## config.mk

```make
export PLATFORM = sky130hd
export DESIGN_NAME = arp_frame_tx
export DESIGN_NICKNAME = d
export VERILOG_FILES = /design/src/rtl/arp_frame_tx.sv
export SDC_FILE = /design/constraint.sdc
export NUM_CORES = 1
export LEC_CHECK = 0
export ABC_AREA = 1
export CORE_UTILIZATION = 54
export CTS_CLUSTER_DIAMETER = 30
export DETAILED_ROUTE_END_ITERATION = 7
export PLACE_DENSITY = 0.82
export SLEW_MARGIN = 20
export SYNTH_ARGS = -nofsm -noshare
export SYNTH_HDL_FRONTEND = slang
export SYNTH_SLANG_ARGS = --single-unit
export TNS_END_PERCENT = 10
```

## constraint.sdc

```tcl
create_clock -name clk_i -period 2.4 [get_ports clk_i]
set_input_delay 0.6 -clock clk_i [delete_from_list [all_inputs] [get_ports clk_i]]
set_output_delay 0.6 -clock clk_i [all_outputs]
set_load 0.005 [all_outputs]
```

## src/rtl/arp_frame_tx.sv

```systemverilog
// Byte-serial Ethernet II ARP request/reply transmitter on the GMII transmit path.
// Define ARP_TX_FCS_EN to append the CRC-32 FCS; otherwise the frame ends after the pad.
module arp_frame_tx #(
    parameter logic [47:0] BOARD_MAC  = 48'h00_11_22_33_44_55,
    parameter logic [31:0] BOARD_IP   = {8'd192, 8'd168, 8'd1, 8'd10},
    parameter int unsigned IFG_CYCLES = 12
) (
    input  logic        clk_i,
    input  logic        rst_ni,
    input  logic        arp_tx_en_i,
    input  logic        arp_tx_type_i,
    input  logic [47:0] des_mac_i,
    input  logic [31:0] des_ip_i,
    output logic        gmii_tx_dv_o,
    output logic [7:0]  gmii_tx_data_o,
    output logic        arp_tx_busy_o,
    output logic        arp_tx_done_o
);

    typedef enum logic [2:0] {
        StIdle,
        StPreamble,
        StHeader,
        StArp,
        StPad,
`ifdef ARP_TX_FCS_EN
        StFcs,
`endif
        StGap
    } state_e;

    localparam logic [6:0] GapLast = 7'(IFG_CYCLES - 1);

    state_e      state_q, state_d;
    logic [6:0]  cnt_q, cnt_d;
    logic        type_q, type_d;
    logic [47:0] mac_q, mac_d;
    logic [31:0] ip_q, ip_d;
    logic        dv_q, dv_d;
    logic [7:0]  data_q, data_d;
    logic        busy_q, busy_d;
    logic        done_q, done_d;

    logic [47:0]  da, tha;
    logic [15:0]  oper;
    logic [111:0] hdr_vec;
    logic [223:0] arp_vec;
    logic [7:0]   hdr_byte, arp_byte;

`ifdef ARP_TX_FCS_EN
    logic [31:0] crc_q, crc_d;
    logic [7:0]  fcs_byte;

    // Reflected CRC-32, one byte per cycle, LSB of the byte first.
    function automatic logic [31:0] crc32_byte(input logic [31:0] crc, input logic [7:0] b);
        logic [31:0] c;
        c = crc ^ {24'h0, b};
        for (int i = 0; i < 8; i++) begin
            c = c[0] ? ((c >> 1) ^ 32'hEDB8_8320) : (c >> 1);
        end
        return c;
    endfunction

    always_comb begin
        fcs_byte = 8'(~crc_q >> {cnt_q[1:0], 3'b000});
    end
`endif

    // Frame fields as flat vectors, MSB byte first; the counter picks the byte.
    always_comb begin
        da       = type_q ? mac_q : 48'hFFFF_FFFF_FFFF;
        tha      = type_q ? mac_q : 48'h0;
        oper     = type_q ? 16'h0002 : 16'h0001;
        hdr_vec  = {da, BOARD_MAC, 16'h0806};
        arp_vec  = {16'h0001, 16'h0800, 8'h06, 8'h04, oper, BOARD_MAC, BOARD_IP, tha, ip_q};
        hdr_byte = 8'(hdr_vec >> (8 * (7'd13 - cnt_q)));
        arp_byte = 8'(arp_vec >> (8 * (7'd27 - cnt_q)));
    end

    always_comb begin
        state_d = state_q;
        cnt_d   = cnt_q + 7'd1;
        type_d  = type_q;
        mac_d   = mac_q;
        ip_d    = ip_q;
        dv_d    = 1'b0;
        data_d  = 8'h00;
        done_d  = 1'b0;
        busy_d  = (state_q != StIdle);
`ifdef ARP_TX_FCS_EN
        crc_d   = crc_q;
`endif
        unique case (state_q)
            StIdle: begin
                cnt_d = '0;
`ifdef ARP_TX_FCS_EN
                crc_d = '1;
`endif
                if (arp_tx_en_i) begin
                    type_d  = arp_tx_type_i;
                    mac_d   = des_mac_i;
                    ip_d    = des_ip_i;
                    state_d = StPreamble;
                end
            end
            StPreamble: begin
                dv_d   = 1'b1;
                data_d = (cnt_q == 7'd7) ? 8'hD5 : 8'h55;
                if (cnt_q == 7'd7) begin
                    state_d = StHeader;
                    cnt_d   = '0;
                end
            end
            StHeader: begin
                dv_d   = 1'b1;
                data_d = hdr_byte;
`ifdef ARP_TX_FCS_EN
                crc_d  = crc32_byte(crc_q, hdr_byte);
`endif
                if (cnt_q == 7'd13) begin
                    state_d = StArp;
                    cnt_d   = '0;
                end
            end
            StArp: begin
                dv_d   = 1'b1;
                data_d = arp_byte;
`ifdef ARP_TX_FCS_EN
                crc_d  = crc32_byte(crc_q, arp_byte);
`endif
                if (cnt_q == 7'd27) begin
                    state_d = StPad;
                    cnt_d   = '0;
                end
            end
            StPad: begin
                dv_d = 1'b1;
`ifdef ARP_TX_FCS_EN
                crc_d = crc32_byte(crc_q, 8'h00);
`endif
                if (cnt_q == 7'd17) begin
`ifdef ARP_TX_FCS_EN
                    state_d = StFcs;
`else
                    state_d = StGap;
`endif
                    cnt_d   = '0;
                end
            end
`ifdef ARP_TX_FCS_EN
            StFcs: begin
                dv_d   = 1'b1;
                data_d = fcs_byte;
                if (cnt_q == 7'd3) begin
                    state_d = StGap;
                    cnt_d   = '0;
                end
            end
`endif
            StGap: begin
                done_d = (cnt_q == 7'd0);
                if (cnt_q == GapLast) begin
                    state_d = StIdle;
                    cnt_d   = '0;
                end
            end
            default: begin
                state_d = StIdle;
                cnt_d   = '0;
            end
        endcase
    end

    always_ff @(posedge clk_i) begin
        if (!rst_ni) begin
            state_q <= StIdle;
            cnt_q   <= '0;
            type_q  <= 1'b0;
            mac_q   <= '0;
            ip_q    <= '0;
            dv_q    <= 1'b0;
            data_q  <= 8'h00;
            busy_q  <= 1'b0;
            done_q  <= 1'b0;
`ifdef ARP_TX_FCS_EN
            crc_q   <= '1;
`endif
        end else begin
            state_q <= state_d;
            cnt_q   <= cnt_d;
            type_q  <= type_d;
            mac_q   <= mac_d;
            ip_q    <= ip_d;
            dv_q    <= dv_d;
            data_q  <= data_d;
            busy_q  <= busy_d;
            done_q  <= done_d;
`ifdef ARP_TX_FCS_EN
            crc_q   <= crc_d;
`endif
        end
    end

    assign gmii_tx_dv_o   = dv_q;
    assign gmii_tx_data_o = data_q;
    assign arp_tx_busy_o  = busy_q;
    assign arp_tx_done_o  = done_q;

endmodule

```

Word level (Yosys, flattened, before mapping)
Index checks and enable logic that the tools add are counted.
- equal/unequal tests: 16
- add/subtract/negate cells: 3
- shift-type cells: 2
- reduce and logical (&&, ||, !) cells: 7
- muxes and demuxes: 19
- operators with widths (operator ; number):
    $shr A209 B32 Y8 ; 1
    $shr A112 B32 Y8 ; 1
    $mux W48 ; 2
    $mux W7 ; 5
    $pmux W7 S5 ; 1
    $pmux W8 S3 ; 1
    $mux W3 ; 6
    $pmux W3 S6 ; 1
    $eq A7 B4 Y1 const B ; 2
    $eq A7 B5 Y1 const B ; 2
    $ne A2 B2 Y1 const B ; 6
    $mux W8 ; 1
    $sub A4 B7 Y8 const A ; 1
    $sub A5 B7 Y8 const A ; 1
    $add A7 B1 Y7 const B ; 1
    $eq A7 B3 Y1 const B ; 1
    $logic_not A7 Y1 ; 1
    $eq A3 B2 Y1 const B ; 2
    $eq A3 B3 Y1 const B ; 2
    $reduce_and A6 Y1 ; 1
    $reduce_and A2 Y1 ; 2
    $reduce_or A4 Y1 ; 1
    $eq A3 B1 Y1 const B ; 1
    $logic_not A3 Y1 ; 1
    other kinds (3) ; 3
- register bits after elaboration: 102
- logic and storage cells: 56
- bits of input ports: 84
- output and inout bits: 11

Depth between registers and ports, before layout
- depth after elaboration: 3
- gate-level depth with buffers: 15
- mapped depth without buffers: 14

Least setup slack after synthesis
No wires, ideal clock.
- kind: reg2reg
- from: reg cnt_q[1]
- to: reg data_q[4] (netlist: gmii_tx_data_o[4])
- arrival: 2.017 ns
- library setup time: 0.110 ns
- buffers on the path: 3
- period minus slack after synthesis: 2.126 ns
- data required time: 2.290 ns
- setup slack: 0.274 ns
- stages on the path, launching flop included: 15
- cells stage by stage: dfxtp_1 > buf_2 > inv_1 > buf_2 > buf_2 > ha_1 > nor2_1 > inv_1 > nand4_1 > nand2_1 > nand2_1 > nand3b_1 > nand3_1 > nand2_1 > inv_1
- longest elaborated chain between the ends: 3
- elaborated cells between the ends (all ways): 5
- those cells by class: add/sub (2); shift (2); mux (1)
- ends and longest elaborated chain (element ; line ; source):
    start, declared ; 35 ; logic [6:0] cnt_q, cnt_d;
    start signal, assigned ; 190 ; cnt_q <= cnt_d;
    $sub A5 B7 Y8 / $sub A4 B7 Y8 (equally long branches) ; 77, 76 ;
    $shr A209 B32 Y8 / $shr A112 B32 Y8 (equally long branches) ; 77, 76 ;
    $pmux W8 S3 (*) ; 93 ; unique case (state_q)
    end signal, assigned ; 195 ; data_q <= data_d;
    end, declared ; 40 ; logic [7:0] data_q, data_d;
Mark *: on every way between the ends. The rest lies on a longest branch, timed or not.
A chain may end at the register's enable or synchronous reset.

Worst setup path in the final report
- from: reg cnt_q[1]
- to: reg data_q[0] (netlist: gmii_tx_data_o[0])
Same word-level chain as after synthesis.

==> metrics.cfg <==
[global_route]
antenna_found_initial = 0
grt_usage_pct = 32.2
grt_overflow = 0
grt_pass1_vias = 5419
grt_max_degree = 163
grt_pass1_wl_um = 27400

[cells_and_area]
antenna_cells = 0
area.growth.synth_to_final_pct = 23.2
n_fill_cell = 844
utilization_pct = 69.7
nets = 1015
drive_above_1_share_pct = 7.67
design_area_mm2 = 0.00691

[place]
routabilityCongestion = 0.987
dp_hpwl_um = 12600
placed_area_mm2 = 0.00669
io_buffers = 94

[clock_tree]
h-tree-depth = 3
clock_path_buffers = 2
clk_pin_slew_worst_paths_ns = 0.10
root_buffer = clkbuf_8
clk_latency_ns = 0.40
ctsHoldBuffers = 0
cts_buffers = 9
clock-sinks = 102
cts_tree = built

[critical_path]
path_common_cell = a21oi_1
slowest_stage = dfxtp_1
r2r_start = cnt_q[1]
critPathMaxStageDelay_ns = 0.44
crit_path_max_fanout = 7
cp.buffers_inverters = 2
worst_setup_path_end_kind = flip-flop
cp-start-kind = flip-flop
path_delay_family = simple AND/OR/NAND/NOR gates
worstPathCellList = inv_1 > ha_1 > nor2_1 > inv_1 > nand4_1 > nand2_1 > nand2_1 > a21oi_1 > a21oi_1 > a21oi_1
arrival_ns = 2.43
path_class = reg2reg
worstPathRequired_ns = 2.66
worstSetupStartpoint = cnt_q[1]

[logic_synthesis]
ys_types = 38
syn_inst = 841
seq_area_frac_synth_pct = 36.4
synth_area_mm2 = 0.00560
synthesis.nets = 935
synth_edf_count = 0
async_flop_share_pct = 0
synth_ff_type = dfxtp_1
yosysWarnings = 0
synth.avg_cell_area_um2 = 6.66
ys_ff_latch = 102

[floorplan]
ios = 95
initial_core_util_pct = 56.6
rows = 36
die_area_mm2 = 0.0108
dieHeight_um = 104
core_area_mm2 = 0.00991
die_w_um = 104

[status]
status = finished, final reports clean

[detailed_routing]
ant_nets = 0
vias_per_cell = 5.54
firstDrtPassIters = 5
wl_um = 16700
num_vias = 5871
drc = 0
drt_iter0_drc = 433
wl_per_cell_um = 15.7

[pwr]
p_int_uw = 3510
p_switching_uw = 2340
power_density_mw_per_mm2 = 847
peakVddDrop_mv = 1.08
switching_share_pct = 40.0
p_leak_uw = 0.00279
comb_power_share_pct = 38.7
power_uw = 5850
clock_power_share_pct = 20.0
pwr-share-seq_pct = 41.4

[sta]
fin_tns_setup_ns = 0
setup_viol = 0
final_max_slew_viol_count = 0
hold_violations = 0
timing.fmax_mhz = 460
post-route-min-period_ns = 2.17
relSlewSlack_pct = 58.9
finClkSkew_ns = 0.0158
rsz0062_at_grt = false
finalCritPeriodShare_pct = 90.6
tightest_slew_ns = 0.617

[min_path]
min_path_type = reg2reg
hold_path_startpoint = mac_q[27]

[job]
max-cap-violations = 0

flip-flops by register name, indices dropped and copies added (netlist names):
register        count
arp_tx_busy_o       1
cnt_q               7
state_q             3
type_q              1
ip_q               32
arp_tx_done_o       1
gmii_tx_data_o      8
mac_q              48
gmii_tx_dv_o        1
power by group through the flow:
stage	clock [uW]	sequential (uW)	combinational, uW
after floorplan	0	2370	1520
after global placement	0	2440	2180
after detailed placement	0	2450	2220
after CTS	1200	2420	2240
after global routing	1260	2460	2530
final	1170	2420	2260
synthesized netlist by cell type (10+ instances only):
cell        n  area, um^2
o21ai_1    12        60.1
ha_1       10         125
a21oi_1   126         631
o21ai_0   128         641
nand2_1   134         503
inv_2      10        37.5
buf_2      20         100
nand3_1    44         220
nor2_1     56         210
inv_1     108         405
clkbuf_1   24        90.1
dfxtp_1   102        2040
timing repair:
action	CTS	global route
buffers inserted	0	0
resized for setup	0	3
setup endpoints to repair	0	6
worst reg2reg max path, delay by kind of cell, from the launching register on:
kind | cells | cell delay (ns)
AND/OR/NAND/NOR | 4 | 0.60
flip-flops | 1 | 0.44
buffers and inverters | 2 | 0.35
adder cells (fa/ha/maj) | 1 | 0.34
AO/OA/AOI/OAI | 3 | 0.33
placed cells by master (no fill, tap or decap), types with 2 or more instances in the layout:
master           Yosys  routed
buf_4                1      19
nor3_4               2       2
dfxtp_1            102     101
xnor2_1              2       2
o21a_1               2       2
nand3b_1             4       4
buf_12               0       2
nor2_1              56      56
o2111ai_1            2       2
nand3_4              1       2
o21ai_0            128     127
nor3_1               6       6
a21oi_1            126     126
xor2_1               2       2
nor2_2               2       2
nand2_2              4       4
o22ai_1              5       5
nand2_4              2       2
clkinv_4             1       2
a31oi_1              3       3
nand2_1            134     134
nand3_1             44      43
o21ai_1             12      13
inv_1              108     108
nor2_4               4       4
o211ai_1             8       8
clkbuf_8             0      10
inv_2               10      10
nand4_1              7       7
inv_6                0       2
clkdlybuf4s50_1      0      93
ha_1                10      10
metrics by stage:
step                std cells  hold WS, ns  setup WS, ns
finish                   1059        0.450         0.226
floorplan                 841        0.420         0.274
global placement         1043        0.430         0.291
global route             1059        0.472        0.0376
CTS                      1059        0.450         0.110
detailed placement       1043        0.435         0.139
cell families (layout without fill, tap and decap cells):
logic type,after synthesis,count (layout),synth area share (%)
AOI/OAI and AO/OA,287,287,26.4
xor gates and xnor gates,4,4,0.625
adders and majority gates,10,10,2.23
buffers and inverters,167,252,12.1
DFF,102,102,36.4
and+or+nand+nor,271,271,22.2
worst paths after layout:
kind / to / cells after the start / slack, ns
worst max-delay path: gmii_tx_data_o[0] / 10 / 0.23
worst min-delay path: mac_q[27] / 2 / 0.45
worst max register to register: gmii_tx_data_o[0] / 10 / 0.23
worst min register to register: mac_q[27] / 2 / 0.45
layout make-up:
cell class | instances | area, um^2 | area share [%]
multi-input cells | 572 | 2900 | 42.0
flip-flops and latches | 102 | 2040 | 29.6
repair buffers | 116 | 1130 | 16.4
inverters | 120 | 455 | 6.59
well taps | 133 | 166 | 2.41
clock buffers | 10 | 138 | 1.99
clock inverters | 6 | 75.1 | 1.09
per-layer routing:
layer	global-route usage [%]	wire, um	up-vias
met1	43.5	7510	2666
met4	14.4	540	0
met5	0	0	-
met2	50.0	7510	247
li1	-	-	2923
met3	6.14	1100	35
(Power assumes the default switching activity.)
